### src/rtl/cu_mc.sv
// Multi-cycle control unit: latches the instruction word and sequences
// FETCH/DECODE/EXEC/MEM with memory wait states, one-level interrupt and HALT.
//
// state    | meaning
// ---------+-------------------------------------------------------------
// S_FETCH  | instruction read; waits for mem_rdy_in, then loads IR, PC+1
// S_DECODE | one idle cycle to decode the latched opcode
// S_EXEC   | ALU writeback, branch/jump PC load, or RETI
// S_MEM    | LD/ST data access; holds until mem_rdy_in
// S_IRQ    | load interrupt vector, acknowledge, enter service
// S_HALTED | idle until an unserviced interrupt or reset
module cu_mc #(
    parameter int DATA_W = 16,
    parameter int OPC_W  = 4,
    parameter int RA_W   = 4
) (
    input  logic                clk,
    input  logic                rst_n,
    input  logic [DATA_W-1:0]   ins_in,
    input  logic [1:0]          nz_in,
    input  logic                mem_rdy_in,
    input  logic                irq_in,
    output logic                il_out,
    output logic [1:0]          ps_out,
    output logic                rw_out,
    output logic [3*RA_W-1:0]   rs_out,
    output logic [3:0]          mx_out,
    output logic [3:0]          fs_out,
    output logic                wen_out,
    output logic                iom_out,
    output logic                irq_ack_out
);

    typedef enum logic [2:0] {
        S_FETCH,
        S_DECODE,
        S_EXEC,
        S_MEM,
        S_IRQ,
        S_HALTED
    } state_t;

    localparam logic [3:0] OP_NOP  = 4'h0;
    localparam logic [3:0] OP_SHR  = 4'h8;
    localparam logic [3:0] OP_LD   = 4'h9;
    localparam logic [3:0] OP_ST   = 4'hA;
    localparam logic [3:0] OP_BRZ  = 4'hB;
    localparam logic [3:0] OP_BRN  = 4'hC;
    localparam logic [3:0] OP_JMP  = 4'hD;
    localparam logic [3:0] OP_RETI = 4'hE;
    localparam logic [3:0] OP_HALT = 4'hF;

    state_t             state, state_nxt;
    logic [DATA_W-1:0]  ir;
    logic               ir_ld;
    logic               in_service, in_service_nxt;
    logic [OPC_W-1:0]   opc;
    logic               alu_op;

    assign opc    = ir[DATA_W-1 -: OPC_W];
    assign alu_op = (opc != OP_NOP) && (opc <= OP_SHR);

    always_ff @(posedge clk) begin
        if (!rst_n) begin
            state      <= S_FETCH;
            ir         <= '0;
            in_service <= 1'b0;
        end else begin
            state      <= state_nxt;
            in_service <= in_service_nxt;
            if (ir_ld)
                ir <= ins_in;
        end
    end

    always_comb begin
        state_nxt      = state;
        in_service_nxt = in_service;
        ir_ld          = 1'b0;
        il_out         = 1'b0;
        ps_out         = 2'b00;
        rw_out         = 1'b0;
        rs_out         = ir[DATA_W-OPC_W-1 -: 3*RA_W];
        mx_out         = 4'b0000;
        fs_out         = 4'b0000;
        wen_out        = 1'b0;
        iom_out        = 1'b0;
        irq_ack_out    = 1'b0;

        case (state)
            S_FETCH: begin
                if (mem_rdy_in) begin
                    il_out    = 1'b1;
                    ps_out    = 2'b01;
                    ir_ld     = 1'b1;
                    state_nxt = S_DECODE;
                end
            end
            S_DECODE: begin
                case (opc)
                    OP_NOP:       state_nxt = (irq_in && !in_service) ? S_IRQ : S_FETCH;
                    OP_LD, OP_ST: state_nxt = S_MEM;
                    OP_HALT:      state_nxt = S_HALTED;
                    default:      state_nxt = S_EXEC;
                endcase
            end
            S_EXEC: begin
                if (alu_op) begin
                    fs_out  = opc;
                    wen_out = 1'b1;
                end else if ((opc == OP_JMP) ||
                             (opc == OP_BRZ && nz_in[0]) ||
                             (opc == OP_BRN && nz_in[1])) begin
                    ps_out      = 2'b10;
                    mx_out[3:2] = 2'b01;
                end else if (opc == OP_RETI) begin
                    ps_out         = 2'b10;
                    mx_out[3:2]    = 2'b10;
                    in_service_nxt = 1'b0;
                end
                // Boundary test sees the RETI-cleared flag so a pending irq is taken at once.
                state_nxt = (irq_in && !in_service_nxt) ? S_IRQ : S_FETCH;
            end
            S_MEM: begin
                iom_out     = 1'b1;
                mx_out[3:2] = 2'b01;
                rw_out      = (opc == OP_ST);
                if (mem_rdy_in) begin
                    if (opc == OP_LD) begin
                        wen_out     = 1'b1;
                        mx_out[1:0] = 2'b01;
                    end
                    state_nxt = (irq_in && !in_service) ? S_IRQ : S_FETCH;
                end
            end
            S_IRQ: begin
                ps_out         = 2'b11;
                irq_ack_out    = 1'b1;
                in_service_nxt = 1'b1;
                state_nxt      = S_FETCH;
            end
            S_HALTED: begin
                if (irq_in && !in_service)
                    state_nxt = S_IRQ;
            end
            default: state_nxt = S_FETCH;
        endcase

        if (!rst_n) begin
            il_out      = 1'b0;
            ps_out      = 2'b00;
            rw_out      = 1'b0;
            rs_out      = '0;
            mx_out      = 4'b0000;
            fs_out      = 4'b0000;
            wen_out     = 1'b0;
            iom_out     = 1'b0;
            irq_ack_out = 1'b0;
        end
    end

endmodule

### config.mk
export PLATFORM = sky130hd
export DESIGN_NAME = cu_mc
export DESIGN_NICKNAME = d
export VERILOG_FILES = /design/src/rtl/cu_mc.sv
export SDC_FILE = /design/constraint.sdc
export NUM_CORES = 1
export LEC_CHECK = 0
export CAP_MARGIN = 10
export CORE_MARGIN = 1.5
export CORE_UTILIZATION = 40
export CTS_CLUSTER_SIZE = 14
export DETAILED_ROUTE_END_ITERATION = 10
export HOLD_SLACK_MARGIN = 0.02
export PLACE_DENSITY = 0.8
export SLEW_MARGIN = 10
export SYNTH_ARGS = -nofsm -noshare
export SYNTH_HDL_FRONTEND = slang
export SYNTH_SLANG_ARGS = --single-unit
export TNS_END_PERCENT = 100
### constraint.sdc
create_clock -name clk -period 3.99 [get_ports clk]
set_input_delay 0.5985 -clock clk [delete_from_list [all_inputs] [get_ports clk]]
set_output_delay 0.5985 -clock clk [all_outputs]
set_load 0.01 [all_outputs]
Word-level counts from Yosys, hierarchy flattened

Index checks and enable logic that the tools add are counted.
W data, S select, Z words.

Register bits: 20
Latch bits: 0
Bits in writable memories: 0
ROM bits: 0
Bits of input ports: 22
Output and inout port bits: 27
Word-level logic and storage cells: 77
Memories: 0

Add/subtract/negate cells: 0
Multipliers: 0
Divide/modulo/power cells: 0
Magnitude comparators: 1
Equal/unequal tests: 15
Shifts and indexed selects: 0
Mux-type cells: 43
Bitwise logic cells: 0
Reduce and logical (&&, ||, !) cells: 15

Operators with widths:

| kind                 | count |
|---|---|
| $eq A4 B4 Y1 const B | 7 |
| $mux W1              | 21 |
| $mux W4              | 4 |
| $mux W3              | 5 |
| $pmux W3 S5          | 1 |
| $mux W12             | 1 |
| $mux W2              | 6 |
| $pmux W3 S3          | 1 |
| $eq A3 B2 Y1 const B | 2 |
| $eq A3 B3 Y1 const B | 2 |
| $ne A2 B2 Y1 const B | 3 |
| $pmux W2 S3          | 1 |
| $logic_and A1 B1 Y1  | 5 |
| $le A4 B4 Y1 const B | 1 |
| $logic_not A4 Y1     | 1 |
| $pmux W1 S2          | 2 |
| $pmux W2 S2          | 1 |
| $reduce_bool A4 Y1   | 1 |
| $eq A3 B1 Y1 const B | 1 |
| $logic_not A3 Y1     | 1 |
| $reduce_and A3 Y1    | 1 |
| $logic_not A1 Y1     | 2 |
| $logic_or A1 B1 Y1   | 2 |
| $reduce_bool A2 Y1   | 1 |
| $reduce_or A2 Y1     | 1 |

Logic depth before layout (Yosys ltp)

Word-level depth: 11
Mapped depth: 6
Mapped depth without buffers: 4

Worst setup path before layout

OpenSTA, ideal clock, no wires.

Path type: input port to output port
Start point: in rst_n
End point: out wen_out
Arrival: 1.679 ns
Required time: 3.391 ns
Setup slack: 1.712 ns
Cell stages on the path: 5
Path buffers: 1
Cells stage by stage: clkbuf_2 -> and4b_1 -> nand3b_1 -> nor3_1 -> a21o_1

Longest elaborated chain between the ends: 1

Ends and longest elaborated chain:

| item               | RTL line | RTL |
|---|---|---|
| start: declaration | 18       | `input logic rst_n,` |
| $mux W1            | 149      | `if (!rst_n) begin` |
| end: declaration   | 29       | `output logic wen_out,` |

Every way passes these cells.

Worst setup path in the final report

Ends and elaborated chain as after synthesis.

==> results <==
- The flow ran to the end, and the final reports show no timing, DRC or antenna violations.
- The post-synthesis sequential element count is 20.
- The synthesized instance count is 159.
- The placeable core area is 2780 um^2.
- The netlist uses 37 different library cells.
- In the synthesized netlist the async set-or-reset flop fraction comes to 0.
- In this run, synthesis inferred 0 flip-flops with an integrated enable.
- The critical path data arrival time is 2.44 ns.
- The HPWL after detailed placement is 2170 um.
- The most numerous cell type found on the critical path is sky130_fd_sc_hd__clkdlybuf4s50_1.
- In the routed layout, each cell is associated on average with a via count of 5.23.
- The final critical path time including I/O delays and setup is 3.04 ns.
- The critical path goes through clkdlybuf4s50_1 -> and4b_1 -> nand3b_1 -> nor3_1 -> a21o_1 -> clkdlybuf4s50_1.
- The die is 57.6 um tall.
- In the final layout, the share of cells above drive strength 1 is 0.0450.
- Between clock sinks in the finished design, the worst skew comes to 0.0105 ns.
- Dividing the detail-routed wire length by the instance count gives 12.8 um.
- The number of fill cells is 237.
- The final layout contains routed wiring with a total length of 2950 um.
- For the pin with the worst max-slew slack, the measured transition is 0.621 ns.
- The final weighted congestion of routability-driven global placement is 0.825.
- Hold is met by 0.467 ns.
- The DRC violation count after routing is 0.
- The min-delay analysis places its worst path in the category flop to flop.
- The number of nets in the synthesized netlist is 181.
- The sequential share of the synthesized area is 0.336.
- The biggest fanout along the worst timing path is 3.
- The via count of the first global-routing pass is 1,104.
- VDD sags by at most 0.364 mV.
- The max-slew violation total from the final report is 0.
- The TritonCTS buffer count is 3.
- Once the clock tree was built, the setup fixing pass inserted 0 buffers.
- Summed over all layers, the global routing overflow is 0.
- After clock tree synthesis, the clock-pin slew on the worst setup and hold paths is 0.11 ns.
- The worst setup path is of the input pin to primary output kind.
- Before CTS, the worst setup slack after placement is 0.960 ns.
- The critical path buffer and inverter count is 2.
- Setup repair after global routing left no endpoint under its margin.
- The detailed router finished its first iteration with 19 violations.
- The CTS tree is done.
- The register area is 400 um^2.
- The number of hold violations in the final report was 0.
- The wire length of the first global-routing pass is 4710 um.
- The number of rows created at floorplan is 19.
- After the flow finishes, the layout carries non-filler instances totaling 231.
- The critical path launch point type is an input pin.
- The mapped cell area is 1190 um^2.
- The cell class contributing the biggest share of worst-path delay is buffers and inverters.
- The count of input and output buffers is 47.
- The later-pin clock latency in the skew report is 0.30 ns.
- The count of instances resized after the clock tree is built is 0.
- The critical path endpoint category is a primary output.
- 0 antenna diodes ended up in the layout.
- The number of antenna violations at the first check in global routing is 0.
- Setup violations remaining at the end of the flow were counted as 0.
- In the finished design, the share of the clock period the worst path needs comes to 0.762.
- In this run the power density over the cells is 315 nW/um^2.
- The number of hold buffers added after CTS was 0.
- For this run, global-route usage on met2 was measured as 0.315.
- Derived from the worst setup path, the maximum achievable clock frequency is 0.329 GHz.
- The number of search-and-repair iterations in the first detailed-routing pass is 4.
- The global-route track usage on met3 is 0.0567.
- The fraction of met1 tracks used by global routing is 0.215.
- Including well taps, the total number of placed cells is 227.
- The post-synthesis to final-layout area growth is 42.9%.
- In the post-route analysis, the smallest setup slack over all paths is 0.951 ns.
- The most heavily used metal layer in global routing is met2.
- Measured along the x axis, the die boundary spans 57.6 um.
- The root buffer selected by CTS is sky130_fd_sc_hd__clkbuf_4.
- The count of pins on the block boundary is 49.
- On the worst path, the slowest cell contributes a delay of 0.53 ns.
- The predominant post-synthesis flop cell is sky130_fd_sc_hd__dfxtp_1.
- The initial core utilization is 0.428.
- The count of synthesis-stage warnings from yosys is 0.
- The clock drives 20 sinks.
- The critical path's slowest cell is sky130_fd_sc_hd__clkdlybuf4s50_1.
- For this run, the share of the core covered by cells in the final layout is 0.612.
- The worst relative slew slack is 0.585.
- The pin count of the biggest net entering global routing is 37.
- The leakage power figure is 0.673 nW.
- The remaining number of nets flagged by the antenna check after routing is 0.
- The die area is 3310 um^2.
- The routed layout has 1,209 vias.
- The global router's overall resource usage is 0.178.
- For the final routed database, the setup TNS stands at 0 ns.
- In this run the deepest clock path goes through 2 buffers.
- In this run the number of H-tree levels came out at 1.
- Summing all multi-input logic gate instances after layout gives 709 um^2.
- The count of max-cap constraint violations is 0.
- The data required time at the worst endpoint is 3.39 ns.
- The total number of nets in the final design is 223.
- A synthesized cell averages 7.49 um^2.
## metal layers
metal | part of all wire | wire length (um) | vias to the layer above
met4 | 0 | 0 | 0
met3 | 0.057 | 169 | 0
met2 | 0.51 | 1510 | 37
met1 | 0.43 | 1270 | 562
met5 | 0 | 0 | -
li1 | - | - | 610
## flip-flops by register name (all words and copies together) (netlist names)
name	flops
in_service	1
state	3
ir	16
## worst register-to-register path, delay by kind of cell, from the launching register on
kind            cells  cell delay (ns)
compound gates      1             0.18
flops               1             0.46
mux                 1             0.14
simple gates        2             0.66
## report_power, final
group          leakage [nW]  internal (mW)  total [mW]  switching, mW
logic                 0.481         0.0718       0.132         0.0600
clock network        0.0279          0.102       0.166         0.0643
registers             0.164          0.217       0.238         0.0210
## final cells by class
| class | count | area share |
|---|---|---|
| multi-input cells | 123 | 0.417 |
| inverters | 4 | 0.00882 |
| repair buffers | 49 | 0.285 |
| well taps | 31 | 0.0228 |
| clock inverters | 1 | 0.0176 |
| clock buffers | 3 | 0.0132 |
| flip-flops and latches | 20 | 0.235 |
## cell families (layout without fill, tap and decap cells)
family,Yosys count,count (layout),synth area share
AO/OA/AOI/OAI,34,34,0.192
XOR/XNOR,2,2,0.0147
buffers and inverters,16,57,0.0683
flip-flops,20,20,0.336
multiplexers,2,2,0.0168
other,1,1,0.00315
AND/OR/NAND/NOR,84,84,0.369
## final timing paths
kind               start       end  slack, ns  depth (start not counted)
setup reg to reg  ir[13]  state[2]       2.47                          4
hold / removal     ir[3]     ir[3]       0.47                          2
setup / recovery   rst_n   wen_out       0.95                          6
hold reg to reg    ir[3]     ir[3]       0.47                          2
## Yosys cell counts, types with 2 or more instances
| master | count | share of area |
|---|---|---|
| sky130_fd_sc_hd__buf_4 | 4 | 0.025 |
| sky130_fd_sc_hd__nor2_1 | 4 | 0.013 |
| sky130_fd_sc_hd__nor3b_1 | 3 | 0.019 |
| sky130_fd_sc_hd__clkbuf_1 | 3 | 0.0095 |
| sky130_fd_sc_hd__nor2b_1 | 4 | 0.021 |
| sky130_fd_sc_hd__nand3_1 | 3 | 0.013 |
| sky130_fd_sc_hd__nand2_1 | 37 | 0.12 |
| sky130_fd_sc_hd__buf_2 | 4 | 0.017 |
| sky130_fd_sc_hd__a21oi_1 | 5 | 0.021 |
| sky130_fd_sc_hd__xnor2_1 | 2 | 0.015 |
| sky130_fd_sc_hd__nor3_1 | 2 | 0.0084 |
| sky130_fd_sc_hd__nand2b_1 | 2 | 0.011 |
| sky130_fd_sc_hd__mux2i_1 | 2 | 0.017 |
| sky130_fd_sc_hd__and2_1 | 16 | 0.084 |
| sky130_fd_sc_hd__a21boi_0 | 16 | 0.10 |
| sky130_fd_sc_hd__and3_1 | 4 | 0.021 |
| sky130_fd_sc_hd__o21ai_0 | 6 | 0.025 |
| sky130_fd_sc_hd__dfxtp_1 | 20 | 0.34 |
| sky130_fd_sc_hd__inv_1 | 4 | 0.013 |
## stage by stage
step           power [mW]  instance area, um^2
3_3_place_gp        0.369                 1650
4_1_cts             0.538                 1700
2_1_floorplan       0.322                 1190
3_5_place_dp        0.375                 1650
5_1_grt             0.562                 1700
6_report            0.535                 1700
## placed cells by master (no fill, tap or decap), drive strengths merged, types with 3 or more instances in the layout
cell type,netlist,layout
nor2,4,4
nand2,37,37
nor3b,3,3
inv,4,4
and3,4,4
nor2b,4,4
nand3,3,3
and2,17,17
clkbuf,4,3
o21ai,7,7
a21boi,16,16
a21oi,5,5
dfxtp,20,20
clkdlybuf4s50,0,47
Note: power is estimated with default switching activity, not from simulation.
